$ cat src/rtl/keypad_scanner.sv
// -----------------------------------------------------------------------------
// keypad_scanner
//
// Scans the calculator's 5x5 key matrix one column at a time and debounces the
// whole matrix. The result is a clean, level-valued calc_pkg::buttons_t vector
// for the downstream button sanitizer. This block does no edge detection and
// no priority resolution.
//
// Ports:
//   clk_i        system clock
//   rst_ni       asynchronous active-low reset
//   row_ni[4:0]  matrix rows, active-low (external pull-ups), async to clk_i
//   col_no[4:0]  column drive, active-low, exactly one bit low at all times
//   buttons_o    debounced pressed state, 1 = pressed
//   scan_done_o  one-cycle pulse while the scan is evaluated (S_EVAL)
//
// Key index k = col*5 + row. k = 0..22 map in order to on, off, mem_rc,
// mem_sub, mem_add, op_percent, op_sqrt, op_div, op_mul, op_sub, op_add,
// op_eq, dot, num_1..num_9, num_0. k = 23 and 24 are unpopulated.
// -----------------------------------------------------------------------------
`timescale 1ns/1ps

package calc_pkg;

  typedef struct packed {
    logic on;
    logic off;
    logic mem_rc;
    logic mem_sub;
    logic mem_add;
    logic op_percent;
    logic op_sqrt;
    logic op_div;
    logic op_mul;
    logic op_sub;
    logic op_add;
    logic op_eq;
    logic dot;
    logic num_1;
    logic num_2;
    logic num_3;
    logic num_4;
    logic num_5;
    logic num_6;
    logic num_7;
    logic num_8;
    logic num_9;
    logic num_0;
  } buttons_t;

endpackage

module keypad_scanner #(
  parameter int unsigned SETTLE_CYCLES  = 16, // 3..255
  parameter int unsigned DEBOUNCE_SCANS = 4   // 1..15
) (
  input  logic               clk_i,
  input  logic               rst_ni,
  input  logic [4:0]         row_ni,
  output logic [4:0]         col_no,
  output calc_pkg::buttons_t buttons_o,
  output logic               scan_done_o
);

  typedef enum logic [1:0] {
    S_SETTLE,
    S_SAMPLE,
    S_EVAL
  } state_e;

  localparam logic [7:0] SettleLast = 8'(SETTLE_CYCLES - 1);
  localparam logic [3:0] StableMax  = 4'(DEBOUNCE_SCANS);

  // Row synchronizer
  logic [4:0] row_meta_q;
  logic [4:0] row_sync_q;

  // Scan state
  state_e             state_q;
  logic [2:0]         col_idx_q;
  logic [7:0]         settle_q;
  logic [4:0]         col_q;
  logic [22:0]        snap_q;
  logic [22:0]        prev_q;
  logic [3:0]         stable_q;
  calc_pkg::buttons_t buttons_q;
  logic               scan_done_q;

  // Next-state helpers
  logic [22:0]        snap_d;
  logic [3:0]         stable_d;
  calc_pkg::buttons_t snap_btn;
  logic [4:0]         pressed;

  // Two-flop synchronizer; idle rows are pulled high.
  always_ff @(posedge clk_i or negedge rst_ni) begin
    if (!rst_ni) begin
      row_meta_q <= '1;
      row_sync_q <= '1;
    end else begin
      row_meta_q <= row_ni;
      row_sync_q <= row_meta_q;
    end
  end

  assign pressed = ~row_sync_q;

  // Merge the current column's rows into the snapshot. Column 4 only has
  // three populated rows, so rows 3 and 4 of that column are dropped.
  always_comb begin
    snap_d = snap_q;
    unique case (col_idx_q)
      3'd0:    snap_d[4:0]   = pressed;
      3'd1:    snap_d[9:5]   = pressed;
      3'd2:    snap_d[14:10] = pressed;
      3'd3:    snap_d[19:15] = pressed;
      3'd4:    snap_d[22:20] = pressed[2:0];
      default: snap_d        = snap_q;
    endcase
  end

  // Whole-matrix stability count, saturating at DEBOUNCE_SCANS.
  always_comb begin
    stable_d = 4'd1;
    if (snap_q == prev_q) begin
      if (stable_q >= StableMax) begin
        stable_d = StableMax;
      end else begin
        stable_d = stable_q + 4'd1;
      end
    end
  end

  // Map key index to named fields explicitly so the result does not depend
  // on the packed field order of buttons_t.
  always_comb begin
    snap_btn            = '0;
    snap_btn.on         = snap_q[0];
    snap_btn.off        = snap_q[1];
    snap_btn.mem_rc     = snap_q[2];
    snap_btn.mem_sub    = snap_q[3];
    snap_btn.mem_add    = snap_q[4];
    snap_btn.op_percent = snap_q[5];
    snap_btn.op_sqrt    = snap_q[6];
    snap_btn.op_div     = snap_q[7];
    snap_btn.op_mul     = snap_q[8];
    snap_btn.op_sub     = snap_q[9];
    snap_btn.op_add     = snap_q[10];
    snap_btn.op_eq      = snap_q[11];
    snap_btn.dot        = snap_q[12];
    snap_btn.num_1      = snap_q[13];
    snap_btn.num_2      = snap_q[14];
    snap_btn.num_3      = snap_q[15];
    snap_btn.num_4      = snap_q[16];
    snap_btn.num_5      = snap_q[17];
    snap_btn.num_6      = snap_q[18];
    snap_btn.num_7      = snap_q[19];
    snap_btn.num_8      = snap_q[20];
    snap_btn.num_9      = snap_q[21];
    snap_btn.num_0      = snap_q[22];
  end

  // Scan sequencer with registered outputs.
  always_ff @(posedge clk_i or negedge rst_ni) begin
    if (!rst_ni) begin
      state_q     <= S_SETTLE;
      col_idx_q   <= '0;
      settle_q    <= '0;
      col_q       <= 5'b11110;
      snap_q      <= '0;
      prev_q      <= '0;
      stable_q    <= '0;
      buttons_q   <= '0;
      scan_done_q <= 1'b0;
    end else begin
      scan_done_q <= 1'b0;
      unique case (state_q)
        S_SETTLE: begin
          if (settle_q == SettleLast) begin
            state_q <= S_SAMPLE;
          end else begin
            settle_q <= settle_q + 8'd1;
          end
        end

        S_SAMPLE: begin
          snap_q   <= snap_d;
          settle_q <= '0;
          if (col_idx_q == 3'd4) begin
            state_q     <= S_EVAL;
            scan_done_q <= 1'b1;
          end else begin
            state_q   <= S_SETTLE;
            col_idx_q <= col_idx_q + 3'd1;
            col_q     <= ~(5'b00001 << (col_idx_q + 3'd1));
          end
        end

        S_EVAL: begin
          stable_q <= stable_d;
          prev_q   <= snap_q;
          if (stable_d == StableMax) begin
            buttons_q <= snap_btn;
          end
          state_q   <= S_SETTLE;
          col_idx_q <= '0;
          settle_q  <= '0;
          col_q     <= 5'b11110;
        end

        default: begin
          state_q   <= S_SETTLE;
          col_idx_q <= '0;
          settle_q  <= '0;
          col_q     <= 5'b11110;
        end
      endcase
    end
  end

  assign col_no      = col_q;
  assign buttons_o   = buttons_q;
  assign scan_done_o = scan_done_q;

endmodule

$ cat config.mk
export PLATFORM = sky130hd
export DESIGN_NAME = keypad_scanner
export DESIGN_NICKNAME = d
export VERILOG_FILES = /design/src/rtl/keypad_scanner.sv
export SDC_FILE = /design/constraint.sdc
export NUM_CORES = 1
export LEC_CHECK = 0
export ABC_AREA = 0
export BUFFER_PORTS_ARGS = -buffer_cell sky130_fd_sc_hd__buf_2
export CORE_UTILIZATION = 43
export CTS_CLUSTER_DIAMETER = 50
export CTS_CLUSTER_SIZE = 12
export DETAILED_ROUTE_END_ITERATION = 12
export RECOVER_POWER = 100
export SETUP_SLACK_MARGIN = 0.4
export SLEW_MARGIN = 25
export SYNTH_ARGS = -nofsm -noshare
export SYNTH_HDL_FRONTEND = slang
export SYNTH_SLANG_ARGS = --single-unit
$ cat constraint.sdc
create_clock -name clk_i -period 1.9 [get_ports clk_i]
set_input_delay 0.38 -clock clk_i [delete_from_list [all_inputs] [get_ports clk_i]]
set_output_delay 0.38 -clock clk_i [all_outputs]
set_load 0.05 [all_outputs]
==> metrics list, run 1 <==
- The run finished with clean final reports.
- The initialized floorplan defines 35 standard-cell rows.
- Worst setup slack after layout: 59.1 ps
- Via Count: 2,705
* Net total in the final layout: 447
- The slowest stage of the critical path is the sky130_fd_sc_hd__dfrtp_1 cell.
* Highest net fanout along the worst path: 9
* Critical-path cell list: xnor2_1, nand3_1, nor4_4, nand4_2, buf_4, mux2_4
* DRC Markers: 0
* Slew at the pin closest to its max-slew limit: 978 ps
- For the final database, setup skew stands at 10.9 ps.
- Unrepaired setup endpoints after global routing: yes
- 36 I/O pins were placed.
* Number of enable flip-flop cells after synthesis: 0
- Total Power Consumption: 3.54 mW
- Post-synthesis sequential element count: 102
* TritonCTS clock tree: done
- Share of the clock period used by the worst path after layout: 96.9%
* Placeable Area: 9420 um^2
* Cell family contributing the most delay on the critical path: simple AND/OR/NAND/NOR gates
* Vias in the first global route: 2,611
- In the routed layout, each cell is associated on average with a via count of 4.80.
- Number of diodes: 0
- Net count of the mapped netlist: 391
- The longest clock path from root to sink contains 2 buffers.
- Together, buffers and inverters on the worst path number 1.
- The initial utilization of the core area, before any placement, comes to 45.3%.
* Die X-Extent: 102 um
* Max Fclk: 0.543 GHz
- The routed design could run at a clock period as short as 1840 ps.
* Setup Crit Path Kind: reg -> reg
* Remaining Overflow, GRT: 0
- Hold violation count in the final report: 0
* Avg Inst Size Synth: 11.4 um^2
* Class of the most critical hold timing path: in -> reg
- Share of layout cells above drive strength 1: 26.3%
- Antenna violations before repair: 0
- Count of warnings emitted by yosys: 0
* Total detailed-routing wirelength: 8.09 mm
- Global-route usage over all layers: 17.4%
- Netlist area before placement: 4260 um^2
* Register-to-register setup slack: 60 ps
* Number of different library cells in the post-synthesis netlist: 36
* Total die area: 10,300 um^2
- The detail route stage leaves a number of antenna-violating nets equal to 0.
- Clock tree synthesis found a total of 102 sinks.
- Remaining max-slew budget at the tightest pin: 34.8%
- CTS placed an instance of sky130_fd_sc_hd__clkbuf_8 at the clock tree root.
- Synthesized instance count: 373
- Setup violations remaining at the end of the flow were counted as 0.
- After the first detailed-routing iteration, the DRC count stood at 83.
* Final number of max-transition violations: 0
- The first detailed-routing pass ran for 4 iterations.
* First-pass GRT wire length: 13.5 mm
* Top flip-flop cell by instance count after synthesis: sky130_fd_sc_hd__dfrtp_1
- After detailed routing, the average wire length per cell comes to 14.4 um.
- OpenSTA, run right after detailed placement, puts the worst setup slack at 45.0 ps.
- The later pin in the worst-skew pair is clocked with a latency of 350 ps.
- Input and output buffers added on the ports amount to 35.
* Worst hold slack: 119 ps
- STA classifies the critical path endpoint as a flip-flop.
* Worst endpoint required time: 2150 ps
- From synthesis to final layout, the design area changed by 17.1%.
- Maximum single-stage delay on the critical path: 430 ps
* Worst endpoint data arrival time: 2090 ps
* Static Leakage: 2.49 nW
* Setup crit start kind: flip-flop
* Total power per unit cell area: 710 nW/um^2
* Die span in y: 102 um
- Clock-pin slew was measured on the worst setup and hold paths at 90 ps.
- Count of H-tree levels built during CTS: 3
- After synthesis, the share of flip-flops with an asynchronous set or reset is 100%.
* Layout fillers: 837
* HPWL after DPL: 5.34 mm
* Maximum ir drop on the vdd rail: 0.424 mV
- Entering global routing, the biggest net connects 50 pins.
* Total CTS buffers: 9
- Number of max-cap violations: 0
- Sequential share of the synthesized area: 60.3%
- Global placer's final weighted congestion: 0.724
worst paths after layout:
check,startpoint,end,cells after the start
worst max-delay path,snap_q[16],buttons_o[18],6
worst min-delay path,row_ni[4],row_meta_q[4],1
worst max register to register,snap_q[16],buttons_o[18],6
worst min register to register,row_meta_q[1],row_sync_q[1],0
max in group asynchronous,rst_ni,col_no[2],3
min in group asynchronous,rst_ni,prev_q[19],2
cell usage after synthesis (all sizes together) (2+ instances only):
master,count,area [um^2]
o21ai,16,80.1
ha,11,138
mux2,23,334
a21oi,21,105
dfrtp,88,2200
nand2,82,310
xnor2,21,184
nor3,2,10.0
nand2b,5,31.3
nor4,2,25.0
dfstp,14,368
nor2b,2,12.5
clkbuf,11,41.3
buf,3,26.3
nand3,7,35.0
xor2,6,52.6
and3,4,26.3
inv,6,22.5
nand4,6,43.8
or3,3,18.8
nor2,30,113
what timing repair did:
action | CTS | global route
gates resized for setup | 15 | 18
cloned | 1 | 0
buffers inserted | 10 | 3
endpoints found under the hold margin | 14 | 0
hold buffers | 1 | 0
setup endpoints to repair | 46 | 54
pin swaps | 1 | 6
metrics by stage:
| stage | area [um^2] | TNS [ps] | instances | utilization (%) |
|---|---|---|---|---|
| after global placement | 4640 | 0 | 532 | 49.2 |
| final | 4990 | 0 | 563 | 53.0 |
| after detailed placement | 4640 | 0 | 532 | 49.2 |
| after floorplan | 4290 | 0 | 373 | - |
| after global routing | 4990 | -813 | 563 | 53.0 |
| after CTS | 4960 | 0 | 560 | 52.6 |
flip-flops by register name, indices dropped and copies added (netlist names):
name / cells
buttons_o: 23
col_idx_q: 3
col_no: 5
prev_q: 23
row_meta_q: 5
row_sync_q: 5
scan_done_o: 1
settle_q: 8
snap_q: 23
stable_q: 4
state_q: 2
cells in the final DEF, fill, tap and decap left out, types with 3 or more instances in the layout:
cell type,count
sky130_fd_sc_hd__mux2_2,3
sky130_fd_sc_hd__dfrtp_1,87
sky130_fd_sc_hd__nor2_1,30
sky130_fd_sc_hd__buf_4,17
sky130_fd_sc_hd__inv_1,4
sky130_fd_sc_hd__nand3_1,5
sky130_fd_sc_hd__a21oi_1,19
sky130_fd_sc_hd__dfstp_2,14
sky130_fd_sc_hd__xor2_1,6
sky130_fd_sc_hd__nand2_1,80
sky130_fd_sc_hd__nand4_1,5
sky130_fd_sc_hd__nand2b_1,5
sky130_fd_sc_hd__buf_2,15
sky130_fd_sc_hd__o21ai_0,15
sky130_fd_sc_hd__ha_1,10
sky130_fd_sc_hd__buf_6,6
sky130_fd_sc_hd__xnor2_2,3
sky130_fd_sc_hd__xnor2_1,18
sky130_fd_sc_hd__clkbuf_1,20
sky130_fd_sc_hd__clkbuf_8,11
sky130_fd_sc_hd__mux2_4,20
sky130_fd_sc_hd__or3_1,3
per-layer routing:
metal,up-vias,part of all wire [%],track usage (%),routed length [um]
met5,-,0,0,0
met4,0,1.4,6.35,116
met3,9,2.4,2.69,193
met2,37,47,26.1,3770
met1,1313,50,25.7,4010
li1,1346,-,-,-
cell type report:
type                    count  area [um^2]  area share (%)
clock buffers              13          159            3.18
clock inverters             3         18.8           0.376
inverters                   6         22.5           0.451
multi-input cells         251         1700            34.0
flip-flops and latches    102         2570            51.5
well taps                 129          161            3.23
repair buffers             59          364            7.29
kinds of logic (layout without fill, tap and decap cells):
group,after synthesis,in the layout,share of synthesized area [%]
multiplexers,24,24,8.07
buffers and inverters,20,81,2.11
AO/OA/AOI/OAI,42,42,5.31
AND/OR/NAND/NOR,147,147,15.4
XOR/XNOR,27,27,5.55
flip-flops,102,102,60.3
adder cells (fa/ha/maj),11,11,3.23
power breakdown:
part           switching (mW)  internal (mW)
sequential             0.0272           2.20
combinational          0.0558         0.0273
clock                   0.685          0.548
No activity file was read; power rests on OpenSTA's default activity.
==> run 2, diff against run 1 <==
--- a/config.mk
+++ b/config.mk
@@ -6,11 +6,11 @@
 export NUM_CORES = 1
 export LEC_CHECK = 0
 export ABC_AREA = 0
-export BUFFER_PORTS_ARGS = -buffer_cell sky130_fd_sc_hd__buf_2
-export CORE_UTILIZATION = 43
+export CORE_UTILIZATION = 50
 export CTS_CLUSTER_DIAMETER = 50
 export CTS_CLUSTER_SIZE = 12
 export DETAILED_ROUTE_END_ITERATION = 12
+export DONT_BUFFER_PORTS = 1
 export RECOVER_POWER = 100
 export SETUP_SLACK_MARGIN = 0.4
 export SLEW_MARGIN = 25
==> run 2 against run 1 <==
  * The flow now finishes with violations (hold timing, setup timing)
  * Largest cell class unchanged
  * Hold slack got worse by 410 ps
  * Cell area decreased by 1.7%
  * Cell count decreased by 9.6%
  * Die area decreased by 14%
  * Core utilization increased by 6.7 points
  * Setup slack got worse by 67 ps
  * Critical path type unchanged
  * Sequential share of layout area increased by 0.84 points
  * Sequential power about the same
  * Fmax decreased by 3.5%
  * Clock skew decreased by 3.2 ps
  * Via count decreased by 3.3%
  * First-iteration DRC count increased by 4.8%
==> metrics list, run 2 (synthesized netlist as in run 1, its figures left out) <==
- For this run, the detailed router's first-pass iteration total came to 4.
- Across the VDD grid, the largest voltage drop is 0.496 mV.
- The H-tree was split into 3 levels.
- Max Fclk: 0.524 GHz
- The worst pin sits at a relative slew slack of 62.6%.
- Dividing total power by cell area gives a power density of 754 nW/um^2.
- The number of global-route vias before repair is 2,551.
* Count of boundary I/O pins: 36
- Share of the core filled with cells: 59.8%
- Worst setup slack after layout: -8.23 ps
* Setup Crit Path Kind: reg -> reg
* Highest net fanout along the worst path: 8
* Share of layout cells above drive strength 1: 22.0%
* Cell Count Post-Placement: 473
- Unrepaired setup endpoints after global routing: yes
* Register-to-register setup slack: -8 ps
- Hold violation count in the final report: 102
* Worst endpoint data arrival time: 2160 ps
- Global-route usage over all layers: 19.3%
- Number of max-cap violations: 0
- The final reports fail on hold timing, setup timing.
- Port bufs: 0
- Total detailed-routing wirelength: 8.02 mm
- Clock root buffer: sky130_fd_sc_hd__clkbuf_8
- Routability-driven placement finished with a final weighted congestion of 0.744.
- Run status: complete, but fails checks
- Initial DRC Count: 87
- Net total in the final layout: 417
- Ratio of routed vias to standard cells: 5.14
- On the critical path, the stage with the largest delay is an instance of sky130_fd_sc_hd__dfrtp_1.
- Placement Rows: 33
- On the final layout, the worst clock skew is 7.65 ps.
- Filler-free cell count of the finished design: 509
* Worst hold slack: -291 ps
* Wire length per cell after detailed routing: 15.8 um
- Traced cell by cell, the critical path runs through xnor2_1, nand3_2, nor4_4, nand4_4, clkbuf_16, mux2_4.
* Commonest non-fill, non-tap cells in the layout: 88 x sky130_fd_sc_hd__dfrtp_1, 81 x sky130_fd_sc_hd__nand2_1, 30 x sky130_fd_sc_hd__nor2_1
- The number of antenna diodes in the final layout is 0.
- HPWL after DPL: 4.98 mm
- CTS saw 102 sinks.
- In the finished design, the share of the clock period the worst path needs comes to 100%.
* TritonCTS clock tree: done
- The die is 94.3 um tall.
* Largest net degree at the start of global routing: 103
* Post-DRT Antenna Nets: 0
- The design draws 3.70 mW.
- The total overflow left after global routing is 0.
- For the worst-skew pair, the clock arrives at the later sink with an insertion delay of 350 ps.
- Total CTS buffers: 9
- Area Growth Syn to Fin: 15.2%
- The number of max-slew violations in the final report came to 0.
* Placeable Area: 8220 um^2
* Crit path time final: 1910 ps
- From left edge to right edge, the die measures 94.3 um.
* Class of the most critical hold timing path: in -> async
- Clock-pin slew was measured on the worst setup and hold paths at 90 ps.
* Layout fillers: 702
- Slew at the pin closest to its max-slew limit: 560 ps
- For this run, design rule violations remaining after detail routing come to 0.
- Setup violations remaining at the end of the flow were counted as 7.
* Via Count: 2,615
- Counting along the longest clock path gives a buffer depth of 2.
- For the worst setup path, the data required time is 2150 ps.
* Static Leakage: 2.43 nW
* Setup crit start kind: flip-flop
* Cts-stage hold buffer count: 5
- Post-Route Setup TNS: -42.9 ps
* Initial standard-cell utilization of the core: 51.9%
- The library cell used most frequently in the layout, excluding fill and tap cells, is sky130_fd_sc_hd__dfrtp_1.
- Endpoint type of the worst setup path: flip-flop
- First-pass GRT wire length: 12.7 mm
- Antenna violations before repair: 0
- The die covers 8900 um^2.
- The largest single stage delay on the critical path is 420 ps.
[run 2: report_power, final]
| part | switching (mW) | leakage, nW | total (mW) | internal (mW) |
|---|---|---|---|---|
| clock network | 0.685 | 0.115 | 1.43 | 0.749 |
| logic | 0.0178 | 0.994 | 0.0440 | 0.0262 |
| registers | 0.0253 | 1.32 | 2.22 | 2.20 |
| total | 0.728 | 2.43 | 3.70 | 2.97 |
[run 2: metal layers]
metal | vias to the layer above | GRT usage (%) | part of all wire (%)
met5 | - | 0 | 0
met1 | 1291 | 25.3 | 45
li1 | 1274 | - | -
met2 | 42 | 31.1 | 50
met3 | 8 | 6.23 | 3.6
met4 | 0 | 5.00 | 1.3
[run 2: cell type report]
class                           instances  area, um^2  area share, %
Sequential cell                       102        2570           52.3
Multi-Input combinational cell        251        1710           34.7
Timing Repair Buffer                   29         262           5.33
Clock buffer                           13         179           3.64
Tap cell                              105         131           2.68
Clock inverter                          3        40.0          0.815
Inverter                                6        22.5          0.459
[run 2: through the flow]
step / setup WS (ps) / cell area, um^2 / hold slack [ps]
2_1_floorplan: 178 / 4290 / 84.4
3_3_place_gp: 31.4 / 4420 / 87.2
3_5_place_dp: 11.7 / 4420 / 86.5
4_1_cts: 12.2 / 4780 / -306
5_1_grt: -121 / 4910 / -325
6_report: -8.23 / 4910 / -291
[run 2: what timing repair did]
item | 4_1_cts | 5_1_grt
pin swaps | 2 | 5
buffers inserted | 7 | 6
resized for setup | 11 | 24
cloned | 1 | 1
hold endpoints to repair | 107 | 102
setup endpoints to repair | 50 | 55
[run 2: critical path, delay by kind of cell, from the launching register on]
kind | cells | cell delay (ps)
and+or+nand+nor | 3 | 670
DFF | 1 | 420
muxes | 1 | 290
buffers and inverters | 1 | 220
xor gates and xnor gates | 1 | 200
[run 2: worst paths after layout]
| check | end | cells after the start | startpoint |
|---|---|---|---|
| max | buttons_o[18] | 6 | snap_q[19] |
| min | buttons_o[7] | 0 | rst_ni |
| max reg2reg | buttons_o[18] | 6 | snap_q[19] |
| min reg2reg | row_sync_q[1] | 0 | row_meta_q[1] |
| max in group asynchronous | col_no[3] | 0 | rst_ni |
| min in group clk_i | row_sync_q[1] | 0 | row_meta_q[1] |
